**src/rtl/layer_desc_decoder.sv**
```systemverilog
// Layer-descriptor decoder: latches one descriptor, derives padded/output dims, tile
// sizes/counts and a GLB-limited spatial tile length with a shared serial divider.
module layer_desc_decoder #(
  parameter int GLB_BYTES = 65536,
  parameter int BYTES_I   = 1,
  parameter int BYTES_W   = 1,
  parameter int BYTES_P   = 2,
  parameter int DIM_W     = 8,
  parameter int CH_W      = 11,
  parameter int KW_W      = 3,
  parameter int DIV_W     = 32,
  parameter int TILE_PW   = 32,
  parameter int TILE_DW   = 10,
  parameter int TILE_STD  = 10
) (
  input  logic              clk,
  input  logic              rst_n,
  input  logic              desc_valid_i,
  output logic              desc_ready_o,
  input  logic [1:0]        layer_type_i,
  input  logic [DIM_W-1:0]  in_R_i,
  input  logic [DIM_W-1:0]  in_C_i,
  input  logic [CH_W-1:0]   in_D_i,
  input  logic [CH_W-1:0]   out_K_i,
  input  logic [KW_W-1:0]   kH_i,
  input  logic [KW_W-1:0]   kW_i,
  input  logic [1:0]        stride_i,
  input  logic [1:0]        pad_T_i,
  input  logic [1:0]        pad_B_i,
  input  logic [1:0]        pad_L_i,
  input  logic [1:0]        pad_R_i,
  output logic              out_valid_o,
  input  logic              out_ready_i,
  output logic [DIM_W+1:0]  padded_R_o,
  output logic [DIM_W+1:0]  padded_C_o,
  output logic [DIM_W-1:0]  out_R_o,
  output logic [DIM_W-1:0]  out_C_o,
  output logic [6:0]        tile_D_o,
  output logic [6:0]        tile_K_o,
  output logic [CH_W-1:0]   num_tiles_D_o,
  output logic [CH_W-1:0]   num_tiles_K_o,
  output logic [DIV_W-1:0]  tile_n_o,
  output logic [2:0]        err_o,
  output logic              busy_o
);

  localparam int CNT_W = $clog2(DIV_W);

  typedef enum logic [1:0] {IDLE, CHECK, DIV, DONE} state_t;

  function automatic logic [6:0] tile_size(input logic [1:0] t);
    case (t)
      2'd1:    return 7'(TILE_DW);
      2'd2:    return 7'(TILE_STD);
      default: return 7'(TILE_PW);
    endcase
  endfunction

  // Depthwise weights only span one input channel per filter.
  function automatic logic [6:0] tile_d_filt(input logic [1:0] t);
    case (t)
      2'd1:    return 7'd1;
      2'd2:    return 7'(TILE_STD);
      default: return 7'(TILE_PW);
    endcase
  endfunction

  state_t             state_q, state_d;
  logic [1:0]         type_q, type_d;
  logic [DIM_W-1:0]   in_r_q, in_r_d, in_c_q, in_c_d;
  logic [CH_W-1:0]    in_d_q, in_d_d, out_k_q, out_k_d;
  logic [KW_W-1:0]    kh_q, kh_d, kw_q, kw_d;
  logic [1:0]         stride_q, stride_d;
  logic [1:0]         pad_t_q, pad_t_d, pad_b_q, pad_b_d;
  logic [1:0]         pad_l_q, pad_l_d, pad_r_q, pad_r_d;
  logic [DIV_W-1:0]   glb_num_q, glb_num_d, tmp2_q, tmp2_d;
  logic [DIM_W+1:0]   padded_r_q, padded_r_d, padded_c_q, padded_c_d;
  logic [DIM_W-1:0]   out_r_q, out_r_d, out_c_q, out_c_d;
  logic [6:0]         tile_d_q, tile_d_d, tile_k_q, tile_k_d;
  logic [CH_W-1:0]    ntd_q, ntd_d, ntk_q, ntk_d;
  logic [DIV_W-1:0]   tile_n_q, tile_n_d;
  logic [2:0]         err_q, err_d;
  logic [CNT_W-1:0]   cnt_q, cnt_d;
  logic [2:0]         op_q, op_d;
  logic [DIV_W-1:0]   rem_q, rem_d;
  logic [DIV_W-2:0]   quo_q, quo_d;

  logic [DIM_W+1:0]   padded_r_c, padded_c_c;
  logic [DIV_W-1:0]   tmp1_c, tmp2_c;
  logic [2:0]         err_c;
  logic [DIV_W-1:0]   num_c, den_c;
  logic [CNT_W-1:0]   bit_idx;
  logic [DIV_W:0]     rem_sh;
  logic               qbit;
  logic [DIV_W-1:0]   q_full;
  logic               force_1x1;

  assign force_1x1 = (layer_type_i == 2'd0) || (layer_type_i == 2'd3);

  always_comb begin
    padded_r_c = (DIM_W+2)'(in_r_q) + (DIM_W+2)'(pad_t_q) + (DIM_W+2)'(pad_b_q);
    padded_c_c = (DIM_W+2)'(in_c_q) + (DIM_W+2)'(pad_l_q) + (DIM_W+2)'(pad_r_q);
    tmp1_c = DIV_W'(kh_q) * DIV_W'(kw_q) * DIV_W'(tile_d_filt(type_q))
           * DIV_W'(tile_size(type_q)) * DIV_W'(BYTES_W);
    tmp2_c = DIV_W'(tile_size(type_q)) * DIV_W'(BYTES_I)
           + DIV_W'(tile_size(type_q)) * DIV_W'(BYTES_P);
    err_c[0] = (stride_q == 2'd0);
    err_c[1] = (padded_r_c < (DIM_W+2)'(kh_q)) || (padded_c_c < (DIM_W+2)'(kw_q));
    err_c[2] = (tmp1_c >= DIV_W'(GLB_BYTES));
  end

  // Divider operand select: ceil-divides are folded in as (a + b - 1) / b.
  always_comb begin
    num_c = glb_num_q;
    den_c = tmp2_q;
    case (op_q)
      3'd0: begin
        num_c = DIV_W'(padded_r_q) - DIV_W'(kh_q);
        den_c = DIV_W'(stride_q);
      end
      3'd1: begin
        num_c = DIV_W'(padded_c_q) - DIV_W'(kw_q);
        den_c = DIV_W'(stride_q);
      end
      3'd2: begin
        num_c = DIV_W'(in_d_q) + DIV_W'(tile_d_q) - DIV_W'(1);
        den_c = DIV_W'(tile_d_q);
      end
      3'd3: begin
        num_c = DIV_W'(out_k_q) + DIV_W'(tile_k_q) - DIV_W'(1);
        den_c = DIV_W'(tile_k_q);
      end
      default: ;
    endcase
    bit_idx = CNT_W'(DIV_W - 1) - cnt_q;
    rem_sh  = {rem_q, num_c[bit_idx]};
    qbit    = (rem_sh >= {1'b0, den_c});
    q_full  = {quo_q, qbit};
  end

  always_comb begin
    state_d    = state_q;
    type_d     = type_q;
    in_r_d     = in_r_q;
    in_c_d     = in_c_q;
    in_d_d     = in_d_q;
    out_k_d    = out_k_q;
    kh_d       = kh_q;
    kw_d       = kw_q;
    stride_d   = stride_q;
    pad_t_d    = pad_t_q;
    pad_b_d    = pad_b_q;
    pad_l_d    = pad_l_q;
    pad_r_d    = pad_r_q;
    glb_num_d  = glb_num_q;
    tmp2_d     = tmp2_q;
    padded_r_d = padded_r_q;
    padded_c_d = padded_c_q;
    out_r_d    = out_r_q;
    out_c_d    = out_c_q;
    tile_d_d   = tile_d_q;
    tile_k_d   = tile_k_q;
    ntd_d      = ntd_q;
    ntk_d      = ntk_q;
    tile_n_d   = tile_n_q;
    err_d      = err_q;
    cnt_d      = cnt_q;
    op_d       = op_q;
    rem_d      = rem_q;
    quo_d      = quo_q;

    case (state_q)
      IDLE: begin
        if (desc_valid_i) begin
          type_d   = layer_type_i;
          in_r_d   = in_R_i;
          in_c_d   = in_C_i;
          in_d_d   = in_D_i;
          out_k_d  = out_K_i;
          kh_d     = force_1x1 ? KW_W'(1) : kH_i;
          kw_d     = force_1x1 ? KW_W'(1) : kW_i;
          stride_d = stride_i;
          pad_t_d  = pad_T_i;
          pad_b_d  = pad_B_i;
          pad_l_d  = pad_L_i;
          pad_r_d  = pad_R_i;
          state_d  = CHECK;
        end
      end
      CHECK: begin
        tile_d_d = tile_size(type_q);
        tile_k_d = tile_size(type_q);
        err_d    = err_c;
        out_r_d  = '0;
        out_c_d  = '0;
        ntd_d    = '0;
        ntk_d    = '0;
        tile_n_d = '0;
        if (err_c != 3'd0) begin
          padded_r_d = '0;
          padded_c_d = '0;
          state_d    = DONE;
        end else begin
          padded_r_d = padded_r_c;
          padded_c_d = padded_c_c;
          glb_num_d  = DIV_W'(GLB_BYTES) - tmp1_c;
          tmp2_d     = tmp2_c;
          cnt_d      = '0;
          op_d       = '0;
          rem_d      = '0;
          quo_d      = '0;
          state_d    = DIV;
        end
      end
      DIV: begin
        rem_d = qbit ? DIV_W'(rem_sh - {1'b0, den_c}) : rem_sh[DIV_W-1:0];
        quo_d = q_full[DIV_W-2:0];
        cnt_d = cnt_q + CNT_W'(1);
        if (cnt_q == CNT_W'(DIV_W - 1)) begin
          rem_d = '0;
          quo_d = '0;
          cnt_d = '0;
          op_d  = op_q + 3'd1;
          case (op_q)
            3'd0: out_r_d = DIM_W'(q_full + DIV_W'(1));
            3'd1: out_c_d = DIM_W'(q_full + DIV_W'(1));
            3'd2: ntd_d   = CH_W'(q_full);
            3'd3: ntk_d   = CH_W'(q_full);
            default: begin
              tile_n_d = {q_full[DIV_W-1:2], 2'b00};
              state_d  = DONE;
            end
          endcase
        end
      end
      DONE: begin
        if (out_ready_i) state_d = IDLE;
      end
      default: state_d = IDLE;
    endcase
  end

  always_ff @(posedge clk or negedge rst_n) begin
    if (!rst_n) begin
      state_q    <= IDLE;
      type_q     <= '0;
      in_r_q     <= '0;
      in_c_q     <= '0;
      in_d_q     <= '0;
      out_k_q    <= '0;
      kh_q       <= '0;
      kw_q       <= '0;
      stride_q   <= '0;
      pad_t_q    <= '0;
      pad_b_q    <= '0;
      pad_l_q    <= '0;
      pad_r_q    <= '0;
      glb_num_q  <= '0;
      tmp2_q     <= '0;
      padded_r_q <= '0;
      padded_c_q <= '0;
      out_r_q    <= '0;
      out_c_q    <= '0;
      tile_d_q   <= '0;
      tile_k_q   <= '0;
      ntd_q      <= '0;
      ntk_q      <= '0;
      tile_n_q   <= '0;
      err_q      <= '0;
      cnt_q      <= '0;
      op_q       <= '0;
      rem_q      <= '0;
      quo_q      <= '0;
    end else begin
      state_q    <= state_d;
      type_q     <= type_d;
      in_r_q     <= in_r_d;
      in_c_q     <= in_c_d;
      in_d_q     <= in_d_d;
      out_k_q    <= out_k_d;
      kh_q       <= kh_d;
      kw_q       <= kw_d;
      stride_q   <= stride_d;
      pad_t_q    <= pad_t_d;
      pad_b_q    <= pad_b_d;
      pad_l_q    <= pad_l_d;
      pad_r_q    <= pad_r_d;
      glb_num_q  <= glb_num_d;
      tmp2_q     <= tmp2_d;
      padded_r_q <= padded_r_d;
      padded_c_q <= padded_c_d;
      out_r_q    <= out_r_d;
      out_c_q    <= out_c_d;
      tile_d_q   <= tile_d_d;
      tile_k_q   <= tile_k_d;
      ntd_q      <= ntd_d;
      ntk_q      <= ntk_d;
      tile_n_q   <= tile_n_d;
      err_q      <= err_d;
      cnt_q      <= cnt_d;
      op_q       <= op_d;
      rem_q      <= rem_d;
      quo_q      <= quo_d;
    end
  end

  assign desc_ready_o  = (state_q == IDLE);
  assign busy_o        = (state_q != IDLE);
  assign out_valid_o   = (state_q == DONE);
  assign padded_R_o    = padded_r_q;
  assign padded_C_o    = padded_c_q;
  assign out_R_o       = out_r_q;
  assign out_C_o       = out_c_q;
  assign tile_D_o      = tile_d_q;
  assign tile_K_o      = tile_k_q;
  assign num_tiles_D_o = ntd_q;
  assign num_tiles_K_o = ntk_q;
  assign tile_n_o      = tile_n_q;
  assign err_o         = err_q;

endmodule

```
**config.mk**
```make
export PLATFORM = sky130hd
export DESIGN_NAME = layer_desc_decoder
export DESIGN_NICKNAME = d
export VERILOG_FILES = /design/src/rtl/layer_desc_decoder.sv
export SDC_FILE = /design/constraint.sdc
export NUM_CORES = 1
export LEC_CHECK = 0
export ABC_AREA = 1
export BUFFER_PORTS_ARGS = -buffer_cell sky130_fd_sc_hd__buf_2
export CAP_MARGIN = 5
export CORE_MARGIN = 10
export CORE_UTILIZATION = 35
export DETAILED_ROUTE_END_ITERATION = 8
export PLACE_DENSITY = 0.62
export SLEW_MARGIN = 20
export SYNTH_ARGS = -nofsm -noshare
export SYNTH_HDL_FRONTEND = slang
export SYNTH_SLANG_ARGS = --single-unit
export TNS_END_PERCENT = 5
```
**constraint.sdc**
```tcl
create_clock -name clk -period 10.9 [get_ports clk]
set_clock_uncertainty 0.05 [all_clocks]
set_input_delay 1.09 -clock clk [delete_from_list [all_inputs] [get_ports clk]]
set_output_delay 1.09 -clock clk [all_outputs]
set_load 0.05 [all_outputs]
```
==> out/summary.txt <==
ANT cells: 0
Clock transition at the register clock pins on the worst setup and hold paths after CTS: 0.06 ns
Worst path most repeated cell: nand2_1
Vias in the first global route: 14700
Number of max-cap violations: 0
Horizontal die dimension: 237.4 um
Antenna-violating nets left: 0
Distinct cell type count after synthesis: 52
Share of post-route cells with drive strength above 1: 10.75%
Number of buffers on the longest clock path: 3
Cell row count: 79
Worst Path Required: 11.29 ns
Post-synthesis average cell area: 7.414 um2
Number of H-tree branching levels: 1
PortBufs: 157
Die area: 56380 um2
Worst setup path class: reg -> reg
Clock tree sinks: 242
Total track usage: 15.74%
Post-CTS setup repair buffer count: 0
Max-Slew Margin vs Limit: 42.05%
Post-cts repair resize count: 0
Initial standard-cell utilization of the core: 35.47%
Proportion of synthesized chip area in sequential cells: 36.59%
Outcome: finished clean
GRT Residual Overflow: 0
Last weighted congestion value of the routability-driven placer: 0.9128
Count of hold-fix buffers inserted at cts: 0
Ports placed on the boundary: 170
Slew @ Worst Pin: 0.8692 ns
Setup violation total in the final timing report: 0
Detailed Routing Iterations Pass 1: 6
Detailed-route DRC error count: 0
Placed wire-length estimate: 34110 um
Nets@finish: 2577
Final routed wire length divided by cell count: 15.06 um
Family with the most delay on the worst path: adder cells
Largest stage delay on the critical path: 0.55 ns
Netlist area before placement: 16550 um2
Signal arrival time at the worst endpoint: 9.41 ns
Upper clock frequency limit: 0.1109 GHz
Vias per cell: 4.920
Cells after Synth: 2232
Setup crit start kind: flip-flop
Most frequent cells in the layout: nand2_1 (626), inv_1 (279), dfrtp_1 (242)
Top_reg_cell synth: dfrtp_1
Largest fanout on the critical path: 36
Iteration-0 DRC count of the detailed router: 978
First-pass GRT wire length: 75380 um
Class of the tightest hold or removal check: reg -> reg
Synth warn: 0
Min Clock Period, post-route: 9.019 ns
Tcrit/Tclk final: 82.75%
Maximum number of pins on one net before global-route repair: 106
Clock tree from TritonCTS: done
Final TNS setup: 0 ns
Final number of max-transition violations: 0
Critical-path top delay cell: fa_1
Height of the die: 237.4 um
Post-Route WL: 45010 um
Worst skew pair latency: 0.56 ns
Count of flip-flops with a built-in enable after synthesis: 0
RSZ-0062 raised after global routing: false
Vias: 14710
Leading cell type in the layout, fill and taps excluded: nand2_1
Inserted Clock Buffers: 28
Core area: 46650 um2
Antenna violations before repair: 0
Syn-to-layout area delta: 13.44%
Register bit total from synthesis: 242
Category of the worst setup path capture point: flip-flop
Root buffer selected by CTS: clkbuf_16
Post-synth ARST share: 100.0%
Sum of buffers and inverters on the critical path: 5
Final number of hold-violating endpoints: 0
-- Yosys cell counts (5+ instances only) --
cell	number	share of area [%]
o21ai_2	6	0.32
nand3_1	158	4.8
fa_1	28	3.4
nand2_1	626	14
ha_1	127	9.6
xor2_1	37	2.0
nand3b_1	13	0.59
or2_2	9	0.34
o211ai_1	8	0.36
o21ai_1	44	1.3
buf_6	6	0.41
xnor2_1	19	1.0
buf_2	9	0.27
clkbuf_1	54	1.2
nand2_2	6	0.23
a21oi_1	67	2.0
nor3_1	17	0.51
nand4_1	42	1.6
o21bai_1	5	0.23
nor2_1	181	4.1
o22ai_1	10	0.38
inv_1	280	6.4
nor2_2	6	0.23
o21ai_0	168	5.1
buf_4	16	0.73
dfrtp_1	242	37
-- worst paths after layout --
check / start / end / slack (ns) / cells after the start
setup reg to reg: kh_q[0]$_DFFE_PN0P_ / glb_num_q[30]$_DFFE_PN0P_ / 1.88 / 39
max in group asynchronous: rst_n / pad_b_q[1]$_DFFE_PN0P_ / 8.16 / 4
hold reg to reg: tile_n_o[13]$_DFFE_PN0P_ / tile_n_o[13]$_DFFE_PN0P_ / 0.42 / 2
min in group asynchronous: rst_n / tile_n_o[19]$_DFFE_PN0P_ / 0.54 / 1
setup / recovery: kh_q[0]$_DFFE_PN0P_ / glb_num_q[30]$_DFFE_PN0P_ / 1.88 / 39
hold / removal: tile_n_o[13]$_DFFE_PN0P_ / tile_n_o[13]$_DFFE_PN0P_ / 0.42 / 2
-- per-stage QoR --
stage               setup slack, ns  util [%]  instance area, um2  hold WS, ns  std cells
floorplan                     3.379         -               16620       0.3926       2252
global placement              2.100     38.18               17810       0.4089       2938
detailed placement            1.926     38.18               17810       0.4121       2938
CTS                           1.875     40.18               18750       0.4279       2988
global route                  1.108     40.24               18770       0.4401       2989
finish                        1.881     40.24               18770       0.4213       2989
-- routing by layer --
metal  track usage (%)  routed length [um]
met2             26.81               21100
met1             20.83               20960
met4             3.690                 758
met5                 0                   0
met3             2.025                2191
-- cells by family after synthesis --
| kind of cell | after synthesis | share of synthesized area, % |
|---|---|---|
| AO/OA/AOI/OAI | 329 | 10.77 |
| XOR/XNOR | 56 | 2.964 |
| adder cells (fa/ha/maj) | 155 | 12.99 |
| buffers and inverters | 376 | 9.315 |
| flip-flops | 242 | 36.59 |
| other | 2 | 0.04538 |
| AND/OR/NAND/NOR | 1072 | 27.32 |
-- worst min-delay path: cells and delay by family, from the launching register on --
kind | cells | cell delay (ns)
flip-flops | 1 | 0.34
AND/OR/NAND/NOR | 2 | 0.10
-- area by class of cell --
class	count	area [um2]
fillers	4842	27880
multi-input cells	1634	9031
flip-flops and latches	242	6056
inverters	284	1066
repair buffers	172	928.4
clock buffers	42	814.5
well taps	607	759.5
clock inverters	8	117.6
-- flip-flops by register name (all words and copies together), names as in the netlist, 11 cells and up --
| name | cells |
|---|---|
| out_k_q | 11 |
| quo_q | 31 |
| glb_num_q | 20 |
| num_tiles_D_o | 11 |
| num_tiles_K_o | 11 |
| in_d_q | 11 |
| tile_n_o | 30 |
| rem_q | 32 |
Power is not shown: default switching activity piles up to over one toggle a cycle in this logic, so the estimate is an artifact.
